--- src/rtl/uart_pkg.sv ---
// Shared constants for the UART transmitter: FSM encodings, parameter defaults
// and parity-type selectors.
package uart_pkg;

   localparam int DATA_WIDTH_DEF = 8;
   localparam int OVERSAMPLE_DEF = 16;

   localparam logic PAR_EVEN = 1'b0;
   localparam logic PAR_ODD  = 1'b1;

   typedef logic [2:0] state_t;

   localparam logic [2:0] S_IDLE   = 3'd0;
   localparam logic [2:0] S_START  = 3'd1;
   localparam logic [2:0] S_DATA   = 3'd2;
   localparam logic [2:0] S_PARITY = 3'd3;
   localparam logic [2:0] S_STOP   = 3'd4;

   // Counter width that never collapses to zero bits for degenerate sizes.
   function automatic int cnt_width(input int n);
      return (n > 1) ? $clog2(n) : 1;
   endfunction

endpackage

--- src/rtl/uart_tx_tick_cnt.sv ---
// Oversample tick counter: counts TX_tick pulses while a frame is running and
// flags the tick that closes each bit period.
module uart_tx_tick_cnt
   import uart_pkg::*;
#(
   parameter int OVERSAMPLE = OVERSAMPLE_DEF
)(
   input  logic CLK,
   input  logic RST,
   input  logic TX_tick,
   input  logic clear,
   input  logic run,
   output logic bit_end
);

   localparam int               CNT_W   = cnt_width(OVERSAMPLE);
   localparam logic [CNT_W-1:0] CNT_TOP = CNT_W'(OVERSAMPLE - 1);

   logic [CNT_W-1:0] cnt_q, cnt_d;

   assign bit_end = run && TX_tick && (cnt_q == CNT_TOP);

   always_comb begin
      cnt_d = cnt_q;
      if (clear) begin
         cnt_d = '0;
      end else if (run && TX_tick) begin
         cnt_d = bit_end ? '0 : cnt_q + CNT_W'(1);
      end
   end

   always_ff @(posedge CLK) begin
      if (!RST) begin
         cnt_q <= '0;
      end else begin
         cnt_q <= cnt_d;
      end
   end

endmodule

--- src/rtl/uart_tx.sv ---
// UART transmitter: start bit, LSB-first payload, optional parity, one stop bit,
// all timed from an external oversample tick.
//
//   state    | meaning
//   ---------+---------------------------------------------
//   S_IDLE   | line high, waiting for DATA_VALID
//   S_START  | driving start bit (0)
//   S_DATA   | driving payload bit idx_q
//   S_PARITY | driving parity bit of the latched payload
//   S_STOP   | driving stop bit (1); TX_DONE fires as it ends
module uart_tx
   import uart_pkg::*;
#(
   parameter int DATA_WIDTH = DATA_WIDTH_DEF,
   parameter int OVERSAMPLE = OVERSAMPLE_DEF
)(
   input  logic                  CLK,
   input  logic                  RST,
   input  logic                  TX_tick,
   input  logic [DATA_WIDTH-1:0] DATA_IN,
   input  logic                  DATA_VALID,
   input  logic                  PAR_EN,
   input  logic                  PAR_TYP,
   output logic                  TX_OUT,
   output logic                  BUSY,
   output logic                  TX_DONE
);

   localparam int               IDX_W    = cnt_width(DATA_WIDTH);
   localparam logic [IDX_W-1:0] IDX_LAST = IDX_W'(DATA_WIDTH - 1);

   state_t                state_q, state_d;
   logic [DATA_WIDTH-1:0] data_q, data_d;
   logic                  par_en_q, par_en_d;
   logic                  par_typ_q, par_typ_d;
   logic [IDX_W-1:0]      idx_q, idx_d;
   logic                  tx_q, tx_d;
   logic                  busy_q, busy_d;
   logic                  done_q, done_d;
   logic                  accept;
   logic                  bit_end;
   logic                  par_bit;

   assign accept  = (state_q == S_IDLE) && DATA_VALID;
   assign par_bit = (^data_q) ^ (par_typ_q == PAR_ODD);

   // The acceptance cycle clears the counter and is not "running", so a
   // coincident tick is dropped and the start bit gets a full OVERSAMPLE ticks.
   uart_tx_tick_cnt #(
      .OVERSAMPLE (OVERSAMPLE)
   ) u_tick_cnt (
      .CLK     (CLK),
      .RST     (RST),
      .TX_tick (TX_tick),
      .clear   (accept),
      .run     (state_q != S_IDLE),
      .bit_end (bit_end)
   );

   always_comb begin
      state_d   = state_q;
      data_d    = data_q;
      par_en_d  = par_en_q;
      par_typ_d = par_typ_q;
      idx_d     = idx_q;
      tx_d      = tx_q;
      busy_d    = busy_q;
      done_d    = 1'b0;
      case (state_q)
         S_IDLE: begin
            if (DATA_VALID) begin
               state_d   = S_START;
               data_d    = DATA_IN;
               par_en_d  = PAR_EN;
               par_typ_d = PAR_TYP;
               idx_d     = '0;
               tx_d      = 1'b0;
               busy_d    = 1'b1;
            end
         end
         S_START: begin
            if (bit_end) begin
               state_d = S_DATA;
               idx_d   = '0;
               tx_d    = data_q[0];
            end
         end
         S_DATA: begin
            if (bit_end) begin
               if (idx_q == IDX_LAST) begin
                  state_d = par_en_q ? S_PARITY : S_STOP;
                  tx_d    = par_en_q ? par_bit : 1'b1;
               end else begin
                  idx_d = idx_q + IDX_W'(1);
                  tx_d  = data_q[idx_d];
               end
            end
         end
         S_PARITY: begin
            if (bit_end) begin
               state_d = S_STOP;
               tx_d    = 1'b1;
            end
         end
         S_STOP: begin
            if (bit_end) begin
               state_d = S_IDLE;
               busy_d  = 1'b0;
               done_d  = 1'b1;
            end
         end
         default: begin
            state_d = S_IDLE;
            tx_d    = 1'b1;
            busy_d  = 1'b0;
         end
      endcase
   end

   always_ff @(posedge CLK) begin
      if (!RST) begin
         state_q   <= S_IDLE;
         data_q    <= '0;
         par_en_q  <= 1'b0;
         par_typ_q <= 1'b0;
         idx_q     <= '0;
         tx_q      <= 1'b1;
         busy_q    <= 1'b0;
         done_q    <= 1'b0;
      end else begin
         state_q   <= state_d;
         data_q    <= data_d;
         par_en_q  <= par_en_d;
         par_typ_q <= par_typ_d;
         idx_q     <= idx_d;
         tx_q      <= tx_d;
         busy_q    <= busy_d;
         done_q    <= done_d;
      end
   end

   assign TX_OUT  = tx_q;
   assign BUSY    = busy_q;
   assign TX_DONE = done_q;

endmodule
--- config.mk ---
export PLATFORM = sky130hd
export DESIGN_NAME = uart_tx
export DESIGN_NICKNAME = d
export VERILOG_FILES = /design/src/rtl/uart_pkg.sv /design/src/rtl/uart_tx_tick_cnt.sv /design/src/rtl/uart_tx.sv
export SDC_FILE = /design/constraint.sdc
export NUM_CORES = 1
export LEC_CHECK = 0
export ABC_AREA = 1
export CAP_MARGIN = 20
export CORE_UTILIZATION = 51
export CTS_BUF_LIST = sky130_fd_sc_hd__clkbuf_4
export CTS_CLUSTER_DIAMETER = 150
export CTS_CLUSTER_SIZE = 25
export DETAILED_ROUTE_END_ITERATION = 12
export GPL_TIMING_DRIVEN = 1
export PLACE_DENSITY = 0.85
export SYNTH_ARGS = -nofsm -noshare
export SYNTH_HDL_FRONTEND = slang
export SYNTH_SLANG_ARGS = --single-unit
--- constraint.sdc ---
create_clock -name CLK -period 1.3 [get_ports CLK]
set_input_delay 0.26 -clock CLK [delete_from_list [all_inputs] [get_ports CLK]]
set_output_delay 0.26 -clock CLK [all_outputs]
set_load 0.01 [all_outputs]
==> impl_summary.txt, run 1 <==
----------------------------------------------------
[Setup path]
  Critical path endpoint category ... register
  Worst Setup Path Type ... register to register
  Reg2Reg Depth ... 8
  Data required time of the critical path ... around 1.5 ns
  Type of origin of the critical path ... register
  Number of buffer and inverter instances along the worst setup path ... 1
  CP Max Fanout ... 4
  Slowest stage cell, crit path ... sky130_fd_sc_hd__dfxtp_2
  Cell repeated most along the worst path ... sky130_fd_sc_hd__ha_4
  Crit path depth ... 8
  Cell breakdown of the critical path ... ha_4 > ha_4 > inv_4 > nor2_4 > a211oi_4 > nand2_4 > o21ai_2 > nor2_1
  Worst Path Arrival ... about 1.7 ns
  Peak per-stage delay on the critical path ... 0.36 ns
  Cell family with the largest share of critical-path delay ... compound AO/OA/AOI/OAI gates

[Floorplanning]
  Number of rows in the core area ... 17
  Die height ... about 52 um
  Top-level I/O count ... 17
  Placeable Area ... roughly 0.0023 mm2
  Die Area ... 0.00272 mm2
  Chip width ... 52.1 um
  Starting density of the core ... between 50% and 60%

[Finish]
  Number of antenna cells inserted ... 0
  Share of final-layout standard cells stronger than drive strength 1 ... between 30% and 40%
  Commonest non-fill, non-tap cell in the layout ... sky130_fd_sc_hd__nand2_1
  Utilization after layout ... between 80% and 90%
  Leading cell types in the layout, fill and taps excluded ... sky130_fd_sc_hd__nand2_1 (35), sky130_fd_sc_hd__buf_4 (27), sky130_fd_sc_hd__inv_1 (26), sky130_fd_sc_hd__dfxtp_1 (18), sky130_fd_sc_hd__a21oi_1 (18)
  # fillers ... approximately 150
  Area growth from synthesis to final layout ... 45.2%
  Number of nets in the final layout ... roughly 260
  Number of cells in the finished layout apart from fillers ... ~270
  Final Instance Area ... about 0.0019 mm2
  Sequential cell area in the final layout ... around 470 um2
  Total area of multi-input combinational cells ... around 810 um2

[Clocking]
  CTS tree ... done
  H-Tree Level Count ... 1
  Number of sinks handled by clock tree synthesis ... 23
  Clock Tree Root ... sky130_fd_sc_hd__clkbuf_4
  Insertion delay of the later-clocked pin in the worst-skew pair ... about 0.33 ns
  Buffer depth of the longest clock path ... 2
  TritonCTS Buffers ... 3
  Reg clk slew, reported paths ... 0.13 ns

[Power]
  Final Total Pwr ... ~3.5 mW
  P_leak ... 0.863 nW
  Maximum vdd drop ... 0.00117 V
  Power density over the cells ... between 1500 and 2000 mW/mm2

[Timing]
  Fin worst setup slack ... -0.146 ns
  Sum of negative setup slack ... -0.980 ns
  Max Clk Rate ... 692 MHz
  Hold_ws ... slightly below 0.5 ns
  Final hold vios ... 0
  Final cycle utilization of the critical path ... 111%
  Minimum clock period ... ~1.4 ns
  Setup repair after global routing missed its margin ... yes
  Max Transition Viols Final ... 0
  Final setup fails ... 17
  Clock Skew ... roughly 0.0034 ns
  Transition at the pin with the smallest max-transition slack ... about 0.32 ns
  Relative slew margins ... 78.6%

[Logic synthesis]
  Yosys warning total ... 0
  Syn Area/Cell ... approximately 6.7 um2
  Post-synthesis sequential area ratio ... 35.9%
  Synthesized net count ... between 200 and 250
  Number of flip-flops and latches in the synthesized netlist ... 23
  Mapped Area ... 0.00128 mm2
  Unique masters post-synth ... 25
  Gate Count Post-Synth ... 191

[Detailed routing]
  Initial detailed-routing violation count ... 37
  Post-detailed-route DRC marker count ... 0
  Vias after detailed routing ... between 1,000 and 1,500
  Avg WL per Cell ... 13.5 um
  Antenna viol nets, final ... 0
  Router iterations before antenna repair ... 4
  Via density per instance ... between 5 and 6
  Final Routed Wirelength ... around 3600 um

[Run status]
  Failing checks ... negative setup slack
  Result of the run ... finished, violations left

[Placed design]
  Post-detailed-placement half-perimeter wirelength ... about 2500 um
  Final estimated routing congestion in global placement ... ~0.9
  Placed instance area ... about 0.0017 mm2
  Placed insts ... about 260
  # port buffers ... 16
  Post-place setup slack ... -0.364 ns

[Global route]
  First-pass GRT wire length ... 5630 um
  Pin count of the biggest net entering global routing ... 15
  Remaining global-route overflow ... 0
  Initial antenna violation count ... 0
  Overall Global Routing Usage ... between 20 and 30%
  Via count of the first global-routing pass ... approximately 1,400

[Worst hold path]
  Depth of the worst hold-timing path ... 2
  Worst hold path type ... register to register

[Run]
  Max capacitance violation total ... 0

----------------------------------------------------
## worst paths after layout
check,startpoint,to,slack [ns]
max,idx_q[1],idx_q[2],-0.15
max reg2reg,idx_q[1],idx_q[2],-0.15
min,TX_OUT,TX_OUT,0.48
min reg2reg,TX_OUT,TX_OUT,0.48
## power breakdown
group          switching (mW)  leakage [nW]  total, mW  internal, mW
combinational            1.15         0.654       2.05         0.904
clock                   0.236        0.0177      0.352         0.116
sequential              0.163         0.191       1.06         0.900
total                    1.55         0.863       3.47          1.92
## metal layers
metal  track usage (%)  vias up  wire (um)
met5                 0        -          0
met4              12.3        0         78
met3              4.68        9        120
met2              53.4       36       1900
met1              29.4      645       1480
li1                  -      708          -
## cell usage after synthesis (all sizes together)
cell type / number / area, um2
o21ai: 22 / 121
clkbuf: 1 / 3.75
buf: 1 / 5.00
nor2: 17 / 63.8
nand2: 46 / 205
a21oi: 20 / 100
nor3: 2 / 21.3
ha: 3 / 37.5
a211oi: 2 / 20.0
xor2: 1 / 8.76
nor3b: 2 / 15.0
nand3: 13 / 65.1
clkinv: 2 / 8.75
inv: 32 / 120
nor4: 2 / 12.5
dfxtp: 23 / 460
a31oi: 1 / 6.26
nand3b: 1 / 7.51
## layout make-up
cell class / instances / area share [%]
multi-input cells: 132 / 43.3
flip-flops and latches: 23 / 25.3
repair buffers: 44 / 20.4
inverters: 34 / 7.59
well taps: 28 / 1.88
clock buffers: 3 / 1.21
clock inverters: 1 / 0.269
## flip-flops by register name, summed over array words and instances (netlist names)
signal,cells
BUSY,1
TX_DONE,1
TX_OUT,1
data_q,8
idx_q,3
par_en_q,1
par_typ_q,1
state_q,3
u_tick_cnt.cnt_q,4
## logic make-up (layout without fill, tap and decap cells)
group	count (synthesis)	in the layout	synth area share, %
fa+ha+maj	3	3	2.93
flops	23	23	35.9
xor+xnor	1	1	0.683
compound gates	45	45	19.3
buf+inv	36	82	10.7
simple gates	83	83	30.4
## timing repair
action | in CTS | in global routing
resized for setup | 29 | 25
hold buffers | 0 | 0
pin swaps | 10 | 7
setup endpoints to repair | 21 | 21
setup buffers | 2 | 1
## worst reg2reg max path, stage by stage (launching register included)
cell	delay (ns)
sky130_fd_sc_hd__dfxtp_2	0.36
sky130_fd_sc_hd__ha_4	0.16
sky130_fd_sc_hd__ha_4	0.17
sky130_fd_sc_hd__inv_4	0.06
sky130_fd_sc_hd__nor2_4	0.05
sky130_fd_sc_hd__a211oi_4	0.23
sky130_fd_sc_hd__nand2_4	0.11
sky130_fd_sc_hd__o21ai_2	0.16
sky130_fd_sc_hd__nor2_1	0.05
(Power assumes the default switching activity.)
==> inputs of run 2 (changes only) <==
- CORE_ASPECT_RATIO: unset -> 0.9
==> impl_summary.txt, run 2 (same netlist as run 1, synthesis figures left out) <==
----------------------------------------------------
[Floorplanning]
  Die Area ... 0.00272 mm2 (about the same)
  Chip width ... 54.9 um (+5.2%)
  Top-level I/O count ... 17 (unchanged)
  Placeable Area ... 0.00228 mm2 (-0.65%)
  Number of rows in the core area ... 16 (-1)
  Die height ... 49.6 um (-4.9%)
  Starting density of the core ... 56.2% (+0.37 points)

[Global route]
  Via count of the first global-routing pass ... 1,423 (+1.2%)
  Initial antenna violation count ... 0 (unchanged)
  First-pass GRT wire length ... 6040 um (+7.4%)
  Remaining global-route overflow ... 0 (unchanged)
  Overall Global Routing Usage ... 30.5% (+2.5 points)
  Pin count of the biggest net entering global routing ... 19 (+4)

[Setup path]
  Reg2Reg Depth ... 8 (unchanged)
  Cell breakdown of the critical path ... nor2_4 > nand2_4 > nand2_4 > nor3_4 > nand2_4 > inv_2 > o21ai_0 > nor3b_2
  Type of origin of the critical path ... register
  Origin of the worst setup path ... state_q[0]
  Last element of the critical path ... u_tick_cnt.cnt_q[0]
  Number of buffer and inverter instances along the worst setup path ... 1 (unchanged)
  Worst Path Arrival ... 1.77 ns (+0.08 ns)
  Cell repeated most along the worst path ... sky130_fd_sc_hd__nand2_4
  R2R Path Start ... state_q[0]
  Destination of the worst register-to-register timing path ... u_tick_cnt.cnt_q[0]
  Worst Setup Path Type ... register to register
  Flop-to-flop setup slack ... -0.22 ns (-0.07 ns)
  CP Max Fanout ... 6 (+2)
  Cell family with the largest share of critical-path delay ... simple AND/OR/NAND/NOR gates
  Crit path depth ... 8 (unchanged)
  Peak per-stage delay on the critical path ... 0.40 ns (+0.04 ns)
  Critical path endpoint category ... register
  Data required time of the critical path ... 1.55 ns (about the same)
  Slowest stage cell, crit path ... sky130_fd_sc_hd__dfxtp_4

[Placed design]
  Post-place setup slack ... -0.374 ns (-0.0104 ns)
  # port buffers ... 16 (unchanged)
  Post-detailed-placement half-perimeter wirelength ... 2570 um (+2.5%)
  Final estimated routing congestion in global placement ... 0.915 (+1.8%)
  Placed instance area ... 0.00170 mm2 (+0.52%)

[Finish]
  Leading cell types in the layout, fill and taps excluded ... sky130_fd_sc_hd__nand2_1 (32), sky130_fd_sc_hd__buf_4 (32), sky130_fd_sc_hd__inv_1 (22), sky130_fd_sc_hd__a21oi_1 (17), sky130_fd_sc_hd__dfxtp_1 (14)
  Final Instance Area ... 0.00198 mm2 (+6.3%)
  Number of antenna cells inserted ... 0 (unchanged)
  Number of nets in the final layout ... 263 (+3.1%)
  Flip-flop count of the largest register, all copies and words added ... 8 (unchanged)
  Registers with the most flip-flops ... data_q: 8 flops, u_tick_cnt.cnt_q: 4 flops
  Total area of multi-input combinational cells ... 866 um2 (+7.3%)
  Share of final-layout standard cells stronger than drive strength 1 ... 39.6% (+7.9 points)
  Area growth from synthesis to final layout ... 54.3%
  Utilization after layout ... 86.7% (+5.7 points)
  # fillers ... 117 (-19%)
  Sequential cell area in the final layout ... 474 um2 (+0.53%)
  Register with the most flip-flops ... data_q

[Clocking]
  TritonCTS Buffers ... 3 (unchanged)
  Number of sinks handled by clock tree synthesis ... 23 (unchanged)
  Insertion delay of the later-clocked pin in the worst-skew pair ... 0.33 ns (about the same)
  Reg clk slew, reported paths ... 0.15 ns (+0.02 ns)
  Clock Tree Root ... sky130_fd_sc_hd__clkbuf_4
  CTS tree ... done
  Number of buffers added to fix hold violations after cts ... 0 (unchanged)
  Buffer depth of the longest clock path ... 2 (unchanged)
  H-Tree Level Count ... 1 (unchanged)

[Timing]
  Transition at the pin with the smallest max-transition slack ... 0.345 ns (+0.0262 ns)
  Final setup fails ... 11 (-6)
  Max Transition Viols Final ... 0 (unchanged)
  Relative slew margins ... 76.8% (-1.8 points)
  Minimum clock period ... 1.52 ns (+0.0733 ns)
  Final cycle utilization of the critical path ... 117% (+5.6 points)
  Max Clk Rate ... 658 MHz (-4.8%)
  Fin worst setup slack ... -0.219 ns (-0.0733 ns)
  Setup repair after global routing missed its margin ... yes
  Clock Skew ... 0.0155 ns (+0.0120 ns)
  Final hold vios ... 0 (unchanged)

[Run]
  Max capacitance violation total ... 0 (unchanged)

[Power]
  Final Total Pwr ... 3.74 mW (+8.0%)
  Maximum vdd drop ... 0.00188 V (+60%)
  P_leak ... 0.905 nW (+4.9%)
  Power density over the cells ... 1890 mW/mm2 (+1.6%)

[Worst hold path]
  Worst hold path type ... register to register

[Run status]
  Failing checks ... negative setup slack
  Result of the run ... finished, violations left

[Detailed routing]
  Via density per instance ... 5.73 (+8.6%)
  Post-detailed-route DRC marker count ... 0 (unchanged)
  Final Routed Wirelength ... 4570 um (+27%)
  Vias after detailed routing ... 1,558 (+11%)
  Router iterations before antenna repair ... 5 (+1)
  Antenna viol nets, final ... 0 (unchanged)
  Initial detailed-routing violation count ... 98 (+160%)
  Avg WL per Cell ... 16.8 um (+24%)

----------------------------------------------------
==> run 2: changes by cell type in the layout (fill, tap and decap cells not counted), sizes merged <==
cell    before  now
buf         28   36
clkinv       2    3
inv         33   32
==> run 2: worst min-delay path by stage <==
stage | to | slack [ns] | startpoint | cells after the start
floorplan | data_q[2] | 0.40 | RST | 2
global placement | BUSY | 0.45 | BUSY | 2
detailed placement | par_typ_q | 0.46 | par_typ_q | 2
CTS | BUSY | 0.48 | BUSY | 2
global route | par_typ_q | 0.50 | par_typ_q | 2
finish | par_typ_q | 0.48 | par_typ_q | 2
==> run 2: cell type report <==
type | count | share of cell area (%)
multi-input combinational | 132 | 43.7
sequential | 23 | 24.0
timing repair buffer | 52 | 22.3
inverter | 34 | 6.89
tap | 27 | 1.71
clock buffer | 3 | 1.14
clock inverter | 1 | 0.253
==> run 2: worst reg2reg max path, cell delays in order, from the launching register on <==
cell                      delay (ns)
sky130_fd_sc_hd__dfxtp_4        0.40
sky130_fd_sc_hd__nor2_4         0.14
sky130_fd_sc_hd__nand2_4        0.08
sky130_fd_sc_hd__nand2_4        0.08
sky130_fd_sc_hd__nor3_4         0.05
sky130_fd_sc_hd__nand2_4        0.11
sky130_fd_sc_hd__inv_2          0.06
sky130_fd_sc_hd__o21ai_0        0.24
sky130_fd_sc_hd__nor3b_2        0.27
==> run 2: layer usage <==
| layer | GRT usage, % | wire length (um) | vias up |
|---|---|---|---|
| li1 | - | - | 727 |
| met1 | 37.7 | 1810 | 723 |
| met2 | 48.8 | 2220 | 88 |
| met3 | 10.2 | 380 | 20 |
| met4 | 8.55 | 163 | 0 |
| met5 | 0 | 0 | - |
==> run 2: stage by stage <==
stage                     TNS [ns]  hold slack [ns]  std cells
after global routing         -1.67            0.497        272
after floorplan            -0.0125            0.398        191
after global placement       -4.07            0.449        260
after detailed placement     -4.97            0.462        260
final                        -1.04            0.484        272
after CTS                   -0.283            0.481        267
==> run 2: power breakdown <==
group	leakage [nW]	internal (mW)	switching, mW
logic	0.695	0.988	1.33
registers	0.193	0.903	0.172
clock network	0.0177	0.115	0.238
==> run 2: timing repair <==
| item | CTS | global route |
|---|---|---|
| gates resized for setup | 37 | 41 |
| endpoints found under the hold margin | 0 | 0 |
| pin swaps | 5 | 8 |
| setup buffers | 3 | 5 |
| endpoints found under the setup margin | 21 | 19 |
